[config.mk]
export PLATFORM = sky130hd
export DESIGN_NAME = diffusion_step_scheduler_flat
export DESIGN_NICKNAME = d
export VERILOG_FILES = /design/src/rtl/diffusion_step_scheduler_if.sv /design/src/rtl/diffusion_step_scheduler.sv /design/src/flat_wrapper.sv
export SDC_FILE = /design/constraint.sdc
export NUM_CORES = 1
export LEC_CHECK = 0
export ABC_CLOCK_PERIOD_IN_PS = 4600
export CAP_MARGIN = 20
export CORE_UTILIZATION = 30
export DETAILED_ROUTE_END_ITERATION = 7
export PLACE_DENSITY = 0.61
export SYNTH_ARGS = -nofsm -noshare
export SYNTH_HDL_FRONTEND = slang
export SYNTH_SLANG_ARGS = --single-unit
[constraint.sdc]
create_clock -name clk -period 4.6 [get_ports clk]
set_input_delay 0.46 -clock clk [delete_from_list [all_inputs] [get_ports clk]]
set_output_delay 0.46 -clock clk [all_outputs]
set_load 0.01 [all_outputs]
[src/rtl/diffusion_step_scheduler_if.sv]
// Handshake bundle between the PPR diffusion step scheduler and its environment
// (PS control registers plus the propagation and add-up datapaths).
interface diffusion_step_scheduler_if #(
  parameter int DATA_WIDTH = 32
);
  logic                  start;
  logic [DATA_WIDTH-1:0] n_steps;
  logic                  abort;
  logic                  done_ack;
  logic                  prop_start;
  logic                  prop_done;
  logic                  addup_start;
  logic                  addup_done;
  logic [DATA_WIDTH-1:0] l_step;
  logic                  cur_bank;
  logic                  busy;
  logic                  done;
  logic                  timeout;

  modport master (
    output start, n_steps, abort, done_ack, prop_done, addup_done,
    input  prop_start, addup_start, l_step, cur_bank, busy, done, timeout
  );

  modport slave (
    input  start, n_steps, abort, done_ack, prop_done, addup_done,
    output prop_start, addup_start, l_step, cur_bank, busy, done, timeout
  );
endinterface

[src/rtl/diffusion_step_scheduler.sv]
// Sequencer for one PPR diffusion run: issues per-step propagation/add-up pulses and tracks l_step.
// Optional per-phase watchdog enabled by defining STEP_WATCHDOG_EN.
module diffusion_step_scheduler #(
  parameter int DATA_WIDTH     = 32,
  parameter int MAX_STEPS      = 7,
  parameter int TIMEOUT_CYCLES = 65536
) (
  input logic                      clk,
  input logic                      rst,
  diffusion_step_scheduler_if.slave bus
);

  typedef enum logic [2:0] {
    IDLE, PROP_START, PROP_WAIT, ADD_START, ADD_WAIT, STEP_NEXT, DONE
  } state_t;

  state_t                state, state_nxt;
  logic [DATA_WIDTH-1:0] steps_q;
  logic [DATA_WIDTH-1:0] l_step_q;
  logic [DATA_WIDTH-1:0] l_step_inc;
  logic                  prop_start_q;
  logic                  addup_start_q;
  logic                  busy_q;
  logic                  done_q;
  logic                  wd_fire;
  logic                  start_acc;

  function automatic logic [DATA_WIDTH-1:0] sat_steps(input logic [DATA_WIDTH-1:0] n);
    if (n > DATA_WIDTH'(MAX_STEPS)) sat_steps = DATA_WIDTH'(MAX_STEPS);
    else                            sat_steps = n;
  endfunction

  assign l_step_inc = l_step_q + DATA_WIDTH'(1);
  assign start_acc  = (state == IDLE) && bus.start;

  always_comb begin
    state_nxt = state;
    case (state)
      IDLE:       if (bus.start) state_nxt = (sat_steps(bus.n_steps) == '0) ? DONE : PROP_START;
      PROP_START: state_nxt = PROP_WAIT;
      PROP_WAIT: begin
        if (bus.prop_done)  state_nxt = ADD_START;
        else if (wd_fire)   state_nxt = IDLE;
      end
      ADD_START:  state_nxt = ADD_WAIT;
      ADD_WAIT: begin
        if (bus.addup_done) state_nxt = STEP_NEXT;
        else if (wd_fire)   state_nxt = IDLE;
      end
      STEP_NEXT:  state_nxt = (l_step_inc == steps_q) ? DONE : PROP_START;
      DONE:       if (bus.done_ack) state_nxt = IDLE;
      default:    state_nxt = IDLE;
    endcase
    // abort outranks every completion in the same cycle
    if (bus.abort && state != IDLE && state != DONE) state_nxt = IDLE;
  end

  always_ff @(posedge clk) begin
    if (!rst) begin
      state         <= IDLE;
      l_step_q      <= '0;
      prop_start_q  <= 1'b0;
      addup_start_q <= 1'b0;
      busy_q        <= 1'b0;
      done_q        <= 1'b0;
    end else begin
      state         <= state_nxt;
      prop_start_q  <= (state_nxt == PROP_START);
      addup_start_q <= (state_nxt == ADD_START);
      busy_q        <= (state_nxt != IDLE) && (state_nxt != DONE);
      done_q        <= (state_nxt == DONE);
      if (start_acc)
        l_step_q <= '0;
      else if (state == STEP_NEXT && !bus.abort)
        l_step_q <= l_step_inc;
    end
  end

  always_ff @(posedge clk) begin
    if (start_acc) steps_q <= sat_steps(bus.n_steps);
  end

`ifdef STEP_WATCHDOG_EN
  localparam int WD_W = $clog2(TIMEOUT_CYCLES + 1);
  logic [WD_W-1:0] wd_cnt;
  logic            timeout_q;

  // A completion on the final counted cycle still wins over the watchdog.
  assign wd_fire = (wd_cnt == WD_W'(TIMEOUT_CYCLES - 1)) &&
                   ((state == PROP_WAIT && !bus.prop_done) ||
                    (state == ADD_WAIT  && !bus.addup_done));

  always_ff @(posedge clk) begin
    if (!rst) begin
      wd_cnt    <= '0;
      timeout_q <= 1'b0;
    end else begin
      if (state_nxt != state)
        wd_cnt <= '0;
      else if (state == PROP_WAIT || state == ADD_WAIT)
        wd_cnt <= wd_cnt + WD_W'(1);
      if (start_acc)
        timeout_q <= 1'b0;
      else if (wd_fire && !bus.abort)
        timeout_q <= 1'b1;
    end
  end

  assign bus.timeout = timeout_q;
`else
  assign wd_fire     = 1'b0;
  assign bus.timeout = 1'b0;
`endif

  assign bus.prop_start  = prop_start_q;
  assign bus.addup_start = addup_start_q;
  assign bus.l_step      = l_step_q;
  assign bus.cur_bank    = ~l_step_q[0];
  assign bus.busy        = busy_q;
  assign bus.done        = done_q;

endmodule
[src/flat_wrapper.sv]
// flat-port wrapper written by rule: the top's interface ports become plain ports
module diffusion_step_scheduler_flat 
#(
  parameter int DATA_WIDTH     = 32,
  parameter int MAX_STEPS      = 7,
  parameter int TIMEOUT_CYCLES = 65536
)
  (clk, rst, bus_start, bus_n_steps, bus_abort, bus_done_ack, bus_prop_done, bus_addup_done, bus_prop_start, bus_addup_start, bus_l_step, bus_cur_bank, bus_busy, bus_done, bus_timeout);
  diffusion_step_scheduler_if #(.DATA_WIDTH(DATA_WIDTH)) bus_i ();
  input logic clk;
  input logic rst;
  input wire logic [$bits(bus_i.start)-1:0] bus_start;
  input wire logic [$bits(bus_i.n_steps)-1:0] bus_n_steps;
  input wire logic [$bits(bus_i.abort)-1:0] bus_abort;
  input wire logic [$bits(bus_i.done_ack)-1:0] bus_done_ack;
  input wire logic [$bits(bus_i.prop_done)-1:0] bus_prop_done;
  input wire logic [$bits(bus_i.addup_done)-1:0] bus_addup_done;
  output wire logic [$bits(bus_i.prop_start)-1:0] bus_prop_start;
  output wire logic [$bits(bus_i.addup_start)-1:0] bus_addup_start;
  output wire logic [$bits(bus_i.l_step)-1:0] bus_l_step;
  output wire logic [$bits(bus_i.cur_bank)-1:0] bus_cur_bank;
  output wire logic [$bits(bus_i.busy)-1:0] bus_busy;
  output wire logic [$bits(bus_i.done)-1:0] bus_done;
  output wire logic [$bits(bus_i.timeout)-1:0] bus_timeout;
  assign bus_i.start = bus_start;
  assign bus_i.n_steps = bus_n_steps;
  assign bus_i.abort = bus_abort;
  assign bus_i.done_ack = bus_done_ack;
  assign bus_i.prop_done = bus_prop_done;
  assign bus_i.addup_done = bus_addup_done;
  assign bus_prop_start = bus_i.prop_start;
  assign bus_addup_start = bus_i.addup_start;
  assign bus_l_step = bus_i.l_step;
  assign bus_cur_bank = bus_i.cur_bank;
  assign bus_busy = bus_i.busy;
  assign bus_done = bus_i.done;
  assign bus_timeout = bus_i.timeout;
  diffusion_step_scheduler #(.DATA_WIDTH(DATA_WIDTH), .MAX_STEPS(MAX_STEPS), .TIMEOUT_CYCLES(TIMEOUT_CYCLES)) u_core (.clk(clk), .rst(rst), .bus(bus_i));
endmodule
==> results of run 1 <==
-- path summary, 6_finish.rpt --
kind                            slack [ns]  cells after the start                     end                   from
worst min-delay path                  0.57                      2   u_core.bus.l_step[27]  u_core.bus.l_step[27]
worst min register to register        0.57                      2   u_core.bus.l_step[27]  u_core.bus.l_step[27]
worst max-delay path                  1.51                      9  u_core.bus.addup_start   u_core.bus.l_step[0]
worst max register to register        1.51                      9  u_core.bus.addup_start   u_core.bus.l_step[0]
-- power groups by stage --
stage               registers (mW)  clock network [mW]  logic [mW]
global placement             0.712                   0       0.115
finish                       0.699               0.862       0.116
CTS                          0.699               0.878       0.117
detailed placement           0.712                   0       0.116
global route                 0.700               0.910       0.128
floorplan                    0.708                   0      0.0644
-- area by class of cell --
type | instances | area (sq um) | share of cell area (%)
multi-input cells | 346 | 2160 | 40.8
inverters | 8 | 30.0 | 0.568
clock buffers | 9 | 225 | 4.26
flip-flops and latches | 71 | 1740 | 33.0
repair buffers | 78 | 773 | 14.6
clock inverters | 7 | 143 | 2.70
well taps | 172 | 215 | 4.07
-- state kept, by name (all words and copies together), names as in the netlist --
| register | flops |
|---|---|
| u_core.steps_q | 32 |
| u_core.bus.done | 1 |
| u_core.bus.prop_start | 1 |
| u_core.bus.busy | 1 |
| u_core.bus.addup_start | 1 |
| u_core.state | 3 |
| u_core.bus.l_step | 32 |
-- per-stage QoR --
| stage | power, mW | setup WS, ns | std cells | utilization (%) |
|---|---|---|---|---|
| 2_1_floorplan | 0.773 | 1.93 | 450 | - |
| 3_3_place_gp | 0.827 | 1.51 | 675 | 38.3 |
| 3_5_place_dp | 0.828 | 1.45 | 675 | 38.3 |
| 4_1_cts | 1.69 | 1.49 | 691 | 41.2 |
| 5_1_grt | 1.74 | 1.23 | 691 | 41.2 |
| 6_report | 1.68 | 1.51 | 691 | 41.2 |
-- worst max-delay path: stages (launching register included) --
cell       delay, ns
dfxtp_1         0.51
ha_1            0.30
nand3_2         0.22
or3_1           0.42
o31ai_1         0.26
o2111ai_1       0.16
a2111o_1        0.35
nor4_4          0.45
a21oi_1         0.19
a211oi_2        0.16
-- cells in the mapped netlist, drive strengths merged, types with 6 or more instances --
library cell	count
dfxtp	39
edfxtp	32
inv	8
or3	10
nor3	12
xnor2	34
a21oi	19
nand3	16
o21ai	13
nand2	40
and3	6
nor4	13
nand4	16
xor2	36
nor2	48
buf	21
-- per-layer routing --
metal	vias up	wire length (microns)	GRT usage, %	share of wire (%)
li1	1661	-	-	-
met1	1545	4090	17.0	43
met2	113	4600	23.7	48
met3	9	655	4.12	6.9
met4	0	148	6.41	1.6
met5	-	0	0	0
-- cell families after synthesis --
| kind of cell | synth area share, % |
|---|---|
| buffers and inverters | 5.58 |
| other | 0.0935 |
| flip-flops | 43.4 |
| AO/OA/AOI/OAI | 9.54 |
| AND/OR/NAND/NOR | 24.5 |
| multiplexers | 1.28 |
| adder cells (fa/ha/maj) | 0.312 |
| XOR/XNOR | 15.3 |
==> flow_metrics.py, run 1 <==
metrics = {
    "global_routing": {
        "grt_max_degree": 35,
        "grt_pass1_vias": 3191,
        "grt_antenna_before_repair": 0,
        "gr-total-overflow": 0,
        "grt.total_usage_pct": 14.3,
        "grt_pass1_wl_microns": 15600,
    },
    "pwr": {
        "clockPowerShare_pct": 51.4,
        "power.density_nw_per_um2": 317,
        "p_sw_mw": 0.344,
        "comb_power_share_pct": 6.9,
        "internal_power_mw": 1.33,
        "leakagePower_nw": 1.82,
        "peakVddDrop_uv": 177,
        "swShare_pct": 20.5,
        "seq_power_share_pct": 41.7,
    },
    "clocking": {
        "clock-sinks": 71,
        "ctsHtreeMaxLevel": 3,
        "clk-insertion-delay-late_ns": 0.34,
        "path_clk_slew_ns": 0.06,
        "cts_tree": "yes",
        "cts_resized": 0,
        "cts_root_buffer": "clkbuf_16",
        "clk_path_buf_depth": 2,
        "numCtsBuffers": 9,
        "cts_hold_buf": 0,
        "post-cts-setup-buffers": 0,
    },
    "final_layout": {
        "antenna_cells": 0,
        "syn2layout_area_growth_pct": 31.7,
        "final_cell_mix": "clkdlybuf4s50_1, nor2_1, nand2_1, dfxtp_1, xor2_1",
        "fin_nets": 554,
        "stdcell_area_sq_um": 5280,
        "fillCellCount": 1269,
        "mostFrequentLayoutCell": "clkdlybuf4s50_1",
        "drive_above_1_share_pct": 7.51,
    },
    "timing": {
        "slew_viol_final": 0,
        "fin_crit_sh_pct": 67.2,
        "setup_tns_ns": 0,
        "hold_viol": 0,
        "fmax_ghz": 0.323,
        "slew_headroom_pct": 54.2,
        "finClkSkew_ns": 0.00698,
        "final-setup-viol-count": 0,
        "whs_ns": 0.571,
        "rsz0062_at_grt": "false",
        "min_period_ns": 3.09,
        "worst_slew_pin_slew_ns": 0.682,
    },
    "floorplan": {
        "die_area_sq_um": 13800,
        "fp.coreArea_sq_um": 12800,
        "die_x_microns": 118,
        "std_cell_rows": 41,
        "die_h_microns": 118,
        "ios": 77,
        "start_util_pct": 31.3,
    },
    "synth": {
        "synth_top_cell_area_share_pct": 23.9,
        "synth_warnings": 0,
        "netlist_area_sq_um": 4010,
        "postSynthAreaPerCell_sq_um": 9.53,
        "synth_edf_count": 32,
        "synthCells": 421,
        "yosysSeqAreaShare_pct": 43.4,
        "ys_ff_latch": 71,
        "ys.flop_type": "dfxtp_1",
        "yosysUniqueCellTypes": 65,
        "synth_area_leaders": "edfxtp_1, dfxtp_1, xor2_1, xnor2_1, nor2_1",
        "yosys.area.top_type": "edfxtp_1",
        "async_flop_share_pct": 0,
    },
    "placed_design": {
        "port_buffers": 75,
        "placed_cell_area_sq_um": 4920,
        "hpwl_microns": 7060,
        "place.gp.congestion": 0.845,
    },
    "flow_run": {
        "maxCapViolCount": 0,
    },
    "route": {
        "ant_nets": 0,
        "viasPerCell": 4.82,
        "drt_iter0_drc": 145,
        "wire_per_inst_microns": 13.7,
        "first_pass_iters": 4,
        "via_count": 3328,
        "drc": 0,
        "wirelength_microns": 9500,
    },
    "setup_path": {
        "cp_data_arrival_time_ns": 3.36,
        "critPathKind": "flip-flop to flip-flop",
        "crit_path_max_fanout": 9,
        "cp.required_ns": 4.87,
        "start_kind": "flip-flop",
        "cp-end-kind": "flip-flop",
    },
    "run_status": {
        "status": "completed",
    },
    "hold_path": {
        "hp-class": "flip-flop to flip-flop",
    },
}
Power figures use the tool's default switching activity.
==> run 2, diff against run 1 <==
ABC_CLOCK_PERIOD_IN_PS = 2750   (was 4600)
PLACE_DENSITY = 0.63   (was 0.61)
clock period = 2.75 ns   (was 4.6 ns; I/O delays follow)
==> run 2 against run 1 <==
Sequential share of layout area fell by 1.8 points; clock-buffer cell count unchanged; via count is 6.6% higher; core utilization rose by 2.6 points; largest cell class unchanged.
==> flow_metrics.py, run 2 (synthesized netlist as in run 1, its figures left out) <==
metrics = {
    "route": {
        "drt_iter0_drc": 272,
        "via_count": 3548,
        "ant_nets": 0,
        "first_pass_iters": 5,
        "viasPerCell": 4.83,
        "wirelength_microns": 10300,
        "drc": 0,
        "wire_per_inst_microns": 14.0,
    },
    "global_routing": {
        "use_met2_pct": 25.4,
        "grt_pass1_vias": 3453,
        "grt_antenna_before_repair": 0,
        "grt_pass1_wl_microns": 16700,
        "use_met3_pct": 3.92,
        "grt_busiest_layer": "met2",
        "grt.total_usage_pct": 15.2,
        "met1_usage_pct": 18.6,
        "grt_max_degree": 33,
        "gr-total-overflow": 0,
    },
    "clocking": {
        "clk_path_buf_depth": 2,
        "numCtsBuffers": 9,
        "path_clk_slew_ns": 0.06,
        "cts_tree": "yes",
        "clk-insertion-delay-late_ns": 0.33,
        "ctsHtreeMaxLevel": 3,
        "clock-sinks": 71,
        "cts_root_buffer": "clkbuf_16",
    },
    "timing": {
        "fmax_ghz": 0.386,
        "slew_viol_final": 0,
        "setup_tns_ns": 0,
        "min_period_ns": 2.59,
        "slew_headroom_pct": 57.8,
        "fin_crit_sh_pct": 94.3,
        "final-setup-viol-count": 0,
        "hold_viol": 0,
        "finClkSkew_ns": 0.00448,
        "worst_slew_pin_slew_ns": 0.627,
    },
    "setup_path": {
        "cp-end-kind": "flip-flop",
        "start_kind": "flip-flop",
        "crit_path_max_fanout": 7,
        "critPathKind": "flip-flop to flip-flop",
        "cp.required_ns": 2.97,
        "cp_data_arrival_time_ns": 2.81,
    },
    "placed_design": {
        "placed_cell_area_sq_um": 5210,
        "port_buffers": 75,
        "dp.cells": 714,
        "place.gp.congestion": 0.827,
        "hpwl_microns": 7740,
    },
    "pwr": {
        "peakVddDrop_uv": 266,
        "finalPower_mw": 2.52,
        "power.density_nw_per_um2": 450,
        "leakagePower_nw": 2.03,
    },
    "floorplan": {
        "die_area_sq_um": 13800,
        "die_x_microns": 118,
        "start_util_pct": 31.3,
        "std_cell_rows": 41,
        "ios": 77,
        "die_h_microns": 118,
        "fp.coreArea_sq_um": 12800,
    },
    "final_layout": {
        "final_cell_mix": "clkdlybuf4s50_1, nor2_1, buf_4",
        "fin_nets": 597,
        "syn2layout_area_growth_pct": 39.9,
        "drive_above_1_share_pct": 16.5,
        "finalNonFillerCells": 734,
        "stdcell_area_sq_um": 5610,
        "antenna_cells": 0,
        "mostFrequentLayoutCell": "clkdlybuf4s50_1",
        "fillCellCount": 1272,
    },
    "hold_path": {
        "hp-class": "flip-flop to flip-flop",
    },
    "flow_run": {
        "maxCapViolCount": 0,
    },
    "run_status": {
        "status": "completed",
    },
}
## run 2: stage by stage
step / worst slack [ns] / hold slack (ns) / util, %
3_3_place_gp: 0.120 / 0.559 / 40.6
3_5_place_dp: 0.0545 / 0.573 / 40.6
2_1_floorplan: 0.0804 / 0.391 / -
6_report: 0.157 / 0.556 / 43.8
4_1_cts: 0.0383 / 0.587 / 42.9
5_1_grt: -0.0160 / 0.610 / 43.8
## run 2: cell type report
cell class,count,area [sq um],area share [%]
repair buffers,121,1100,19.5
clock inverters,7,72.6,1.29
inverters,8,30.0,0.535
clock buffers,9,225,4.01
flip-flops and latches,71,1750,31.2
multi-input cells,346,2220,39.6
well taps,172,215,3.83
## run 2: worst max-delay path: stages (launching register included)
cell and delay [ns]:
dfxtp_1 0.52, nand2_1 0.19, nor3_2 0.25, and3_4 0.25, xnor2_1 0.08, or4_4 0.52, nor4_4 0.30, buf_4 0.19
nand2_1 0.06, mux2i_1 0.12
## run 2: where the power goes
group / internal (mW) / switching, mW / total [mW] / leakage, nW
sequential: 1.15 / 0.0205 / 1.17 / 0.619
combinational: 0.103 / 0.0980 / 0.201 / 1.27
clock: 0.703 / 0.453 / 1.16 / 0.142
total: 1.95 / 0.571 / 2.52 / 2.03
## run 2: final timing paths
kind / depth (start not counted) / slack [ns] / start / endpoint
max: 9 / 0.16 / u_core.bus.l_step[16] / u_core.bus.busy
min: 2 / 0.56 / u_core.bus.l_step[14] / u_core.bus.l_step[14]
max reg2reg: 9 / 0.16 / u_core.bus.l_step[16] / u_core.bus.busy
min reg2reg: 2 / 0.56 / u_core.bus.l_step[14] / u_core.bus.l_step[14]
## run 2: what timing repair did
action,4_1_cts,5_1_grt
endpoints found under the setup margin,0,7
hold buffers,0,0
resized for setup,0,19
setup buffers,0,4
## run 2: per-layer routing
layer	part of all wire [%]	routed length [microns]	vias up
met5	0	0	-
met4	1.9	190	0
met3	7.2	739	15
met2	48	4890	143
met1	43	4440	1646
li1	-	-	1744
